File: config.mk
export PLATFORM = sky130hd
export DESIGN_NAME = twobit_comparator_bist
export DESIGN_NICKNAME = d
export VERILOG_FILES = /design/src/rtl/twobit_comparator_bist.sv
export SDC_FILE = /design/constraint.sdc
export NUM_CORES = 1
export LEC_CHECK = 0
export CORE_MARGIN = 10
export CORE_UTILIZATION = 46
export CTS_CLUSTER_DIAMETER = 200
export DETAILED_ROUTE_END_ITERATION = 6
export PLACE_DENSITY = 0.75
export SETUP_SLACK_MARGIN = 0.1
export SKIP_CTS_REPAIR_TIMING = 1
export SLEW_MARGIN = 10
export SYNTH_ARGS = -nofsm -noshare
export SYNTH_HDL_FRONTEND = slang
export SYNTH_SLANG_ARGS = --single-unit
File: constraint.sdc
create_clock -name clk -period 2.8 [get_ports clk]
set_input_delay 0.56 -clock clk [delete_from_list [all_inputs] [get_ports clk]]
set_output_delay 0.56 -clock clk [all_outputs]
set_load 0.1 [all_outputs]
File: src/rtl/twobit_comparator_bist.sv
// twobit_comparator_bist: BIST sweeping 16 patterns onto a 2-bit comparator (OutA..OutD drive X,Y; InF1..3 are >,==,<) and reporting busy/done/pass/err_count/first_fail
module twobit_comparator_bist #(
  parameter int SETTLE = 2
) (
  input  logic       clk,
  input  logic       rst,
  input  logic       start,
  output logic       OutA,
  output logic       OutB,
  output logic       OutC,
  output logic       OutD,
  input  logic       InF1,
  input  logic       InF2,
  input  logic       InF3,
  output logic       busy,
  output logic       done,
  output logic       pass,
  output logic [4:0] err_count,
  output logic [3:0] first_fail,
  output logic       first_fail_valid
);
  typedef enum logic [1:0] {IDLE, APPLY, SAMPLE, DONE} state_t;
  state_t r_state, w_next;
  logic [3:0] r_p, r_cnt, r_ff;
  logic [4:0] r_err, w_err_next;
  logic r_pass, r_ffv;
  logic [1:0] w_x, w_y;
  logic [2:0] w_exp;
  logic w_mis, w_settled;
  assign w_x = r_p[3:2];
  assign w_y = r_p[1:0];
  assign w_exp = {w_x > w_y, w_x == w_y, w_x < w_y};
  assign w_mis = {InF1, InF2, InF3} != w_exp;
  assign w_err_next = r_err + 5'(w_mis);
  assign w_settled = r_cnt == 4'(SETTLE - 1);
  always_comb begin
    w_next = r_state;
    unique case (r_state)
      IDLE:    w_next = start ? APPLY : IDLE;
      APPLY:   w_next = w_settled ? SAMPLE : APPLY;
      SAMPLE:  w_next = (r_p == 4'd15) ? DONE : APPLY;
      default: w_next = IDLE;
    endcase
  end
  always_ff @(posedge clk) r_state <= rst ? IDLE : w_next;
  always_ff @(posedge clk) begin
    if (rst) begin
      r_p   <= '0;
      r_cnt <= '0;
      r_err <= '0;
      r_pass <= 1'b0;
      r_ff  <= '0;
      r_ffv <= 1'b0;
    end else begin
      unique case (r_state)
        IDLE: if (start) begin
          r_p   <= '0;
          r_cnt <= '0;
          r_err <= '0;
          r_pass <= 1'b0;
          r_ff  <= '0;
          r_ffv <= 1'b0;
        end
        APPLY: r_cnt <= w_settled ? 4'd0 : r_cnt + 4'd1;
        SAMPLE: begin
          r_err <= w_err_next;
          if (w_mis && !r_ffv) begin
            r_ff  <= r_p;
            r_ffv <= 1'b1;
          end
          if (r_p == 4'd15) r_pass <= w_err_next == 5'd0;
          else r_p <= r_p + 4'd1;
        end
        default: ;
      endcase
    end
  end
  assign busy = (r_state == APPLY) || (r_state == SAMPLE);
  assign done = r_state == DONE;
  assign {OutA, OutB, OutC, OutD} = busy ? r_p : 4'd0;
  assign pass = r_pass;
  assign err_count = r_err;
  assign first_fail = r_ff;
  assign first_fail_valid = r_ffv;
endmodule

==> metrics.cfg <==
[grt]
number_of_antenna_violations_at_the_first_check_in_global_routing = 0
via_count_of_the_first_global_routing_pass = 1074
grt_max_degree = 16
gr-total-overflow = 0
global_route.usage.total_pct = 10.7
grt_pass1_wl_um = 4680

[drt]
wl_per_cell_um = 14.5
detailroute.via_count = 1190
met3_wirelength_um = 216
vias_per_cell = 5.72
route.met2.wl_um = 1420
dr.pass1.iters = 4
m1WireLength_um = 1320
highest_layer = met4
drt_iter0_drc = 81
route.antenna.remaining_nets = 0
detail_route.wirelength_um = 3010
drc_errors = 0

[die]
die_area_um2 = 5070
fp.dieW_um = 71.2
num_rows = 18
io_pins = 23
effective_utilization_at_floorplan_pct = 48.2
die_h_um = 71.2
core_area_um2 = 2500

[layout]
final_common_cell = buf_4
multi_input_gate_area_um2 = 777
final_cell_count_without_fillers = 208
most-common-layout-cells = buf_4 (22), dfxtp_1 (17), nor2_1 (16)
layout_nets = 196
layout-drive-gt1-share_pct = 24.2
fill_cells = 219
num_antenna_cells = 0
synth_to_final_area_change_pct = 27.9
sequential_cell_area_um2 = 425

[timing]
final.hold.worst_slack_ns = 0.483
worstMarginPinSlew_ns = 0.600
rsz0062_at_grt = false
setup_viol = 0
maxSlewHeadroom_pct = 59.6
timing.final.hold_violations = 0
clk_skew_ns = 0.0100
layout_min_cycle_time_ns = 2.60
setup_tns_ns = 0
slew_viol_final = 0
fin_crit_sh_pct = 93.0
timing.final.ws_setup_ns = 0.195
max_freq_mhz = 384

[pwr]
switching_power_uw = 156
internal-power_uw = 384
power_frac_comb_pct = 15.5
clockPowerShare_pct = 28.1
p_per_area_nw_per_um2 = 351
vdd_ir_drop_max_v = 0.000258
seq_power_share_pct = 56.4
power_switching_share_pct = 28.9
leakagePower_nw = 0.636
power_uw = 541

[logic_synthesis]
synthesis.instances = 150
synth_edf_count = 0
ys_ff_latch = 21
synth_cell_type_count = 34
synthesis.nets = 167
postSynth.asyncResetShare_pct = 0
mean_area_per_synthesized_cell_um2 = 8.03
share_of_the_yosys_chip_area_belonging_to_registers_pct = 34.9
ys_dominant_reg_cell = dfxtp_1
post_synth_instance_area_um2 = 1200
synth-warning-count = 0

[status]
run_status = finished clean

[hold_path]
hp-start = first_fail[2]
holdPathEnd = first_fail[2]
hold_path_class = flop to flop
worst_hold_path.num_cells = 2

[critical_path]
reg2reg_setup_slack_ns = 0.21
largest_fanout_of_any_net_on_the_critical_path = 5
cp_slowest_cell = clkdlybuf4s50_1
critical-path-top-cell-by-count = or2_2
reg2reg_depth = 13
max_stage_delay_ns = 0.44
critical_path_class = input port to flop
crit_path_end_kind = flop
critical_path.cell_chain = clkdlybuf4s50_1 > or3_1 > a21o_1 > or2_2 > ha_2 > ha_4 > or2_2 > o21ai_2 > a32oi_2 > a2bb2oi_1 > nor2_1
r2r-start = r_p[2]
critPathRequiredTime_ns = 3.05
kind_of_launch_point_of_the_worst_setup_path = input port
ff_to_ff_end = pass
worstPathArrival_ns = 2.86

[cts]
clock_insertion_delay_worst_skew_ns = 0.31
cts.root.buffer_cell = clkbuf_4
tritoncts_clock_tree = built
cts_made_buffers = 3
ctsHtreeMaxLevel = 1
ctsLongestPathBuffers = 2
number_of_clock_sinks_seen_by_cts = 21
worst_setup_hold_path_clk_slew_ns = 0.13

[placement]
dp.cells = 203
placement.io_buffers = 22
hpwl_um = 2180
routabilityCongestion = 0.832
setup_slack_at_placement_ns = -0.270

[flow_run]
cap_violations = 0

metal layers:
metal / up-vias / global-route usage (%)
li1: 583 / -
met1: 563 / 12.8
met2: 37 / 17.2
met3: 7 / 3.91
met4: 0 / 3.44
met5: - / 0
critical path: cells and delay by family:
| kind | cells | cell delay [ns] |
|---|---|---|
| buffers and inverters | 1 | 0.44 |
| adder cells (fa/ha/maj) | 2 | 0.36 |
| AND/OR/NAND/NOR | 4 | 1.00 |
| AO/OA/AOI/OAI | 4 | 0.47 |
flip-flops by register name (all words and copies together), names as in the netlist:
name / cells
r_cnt: 4
err_count: 5
first_fail_valid: 1
r_p: 4
r_state: 2
pass: 1
first_fail: 4
cells in the mapped netlist (4+ instances only):
| cell | number | area (µm²) |
|---|---|---|
| a21oi_1 | 10 | 50.1 |
| and2_1 | 5 | 31.3 |
| dfxtp_1 | 21 | 420 |
| ha_1 | 11 | 138 |
| inv_1 | 15 | 56.3 |
| nand2_1 | 13 | 48.8 |
| nor2_1 | 16 | 60.1 |
| o21ai_0 | 10 | 50.1 |
| o22ai_1 | 4 | 25.0 |
per-stage QoR:
step	cell area (µm²)	utilization (%)
after global placement	1440	57.7
after detailed placement	1440	57.7
after CTS	1470	58.8
after floorplan	1210	-
after global routing	1540	61.7
final	1540	61.7
logic make-up (layout without fill, tap and decap cells):
kind of cell | count (synthesis) | count (layout) | synth area share [%]
AND/OR/NAND/NOR | 55 | 55 | 22.3
multiplexers | 3 | 3 | 2.49
AO/OA/AOI/OAI | 39 | 39 | 21.1
adder cells (fa/ha/maj) | 11 | 11 | 11.4
flip-flops | 21 | 21 | 34.9
buffers and inverters | 18 | 46 | 5.61
XOR/XNOR | 3 | 3 | 2.18
cell type report:
type | instances | share of cell area, %
clock buffers | 3 | 1.46
clock inverters | 1 | 0.325
inverters | 15 | 3.65
multi-input cells | 111 | 50.4
flip-flops and latches | 21 | 27.6
well taps | 30 | 2.44
repair buffers | 27 | 14.1
worst max path at each step:
stage,startpoint,endpoint,slack [ns]
after floorplan,r_state[0],OutA,0.10
after global placement,InF3,pass,-0.16
after detailed placement,InF3,err_count[4],-0.27
after CTS,r_p[2],err_count[4],0.04
after global routing,InF2,pass,0.11
final,InF2,pass,0.20
power groups by stage:
stage               clock (mW)  sequential, mW  combinational [mW]
floorplan                    0           0.312              0.0576
global placement             0           0.311              0.0800
detailed placement           0           0.311              0.0818
CTS                      0.153           0.305              0.0820
global route             0.164           0.305              0.0930
finish                   0.152           0.305              0.0838
Power figures use the tool's default switching activity.
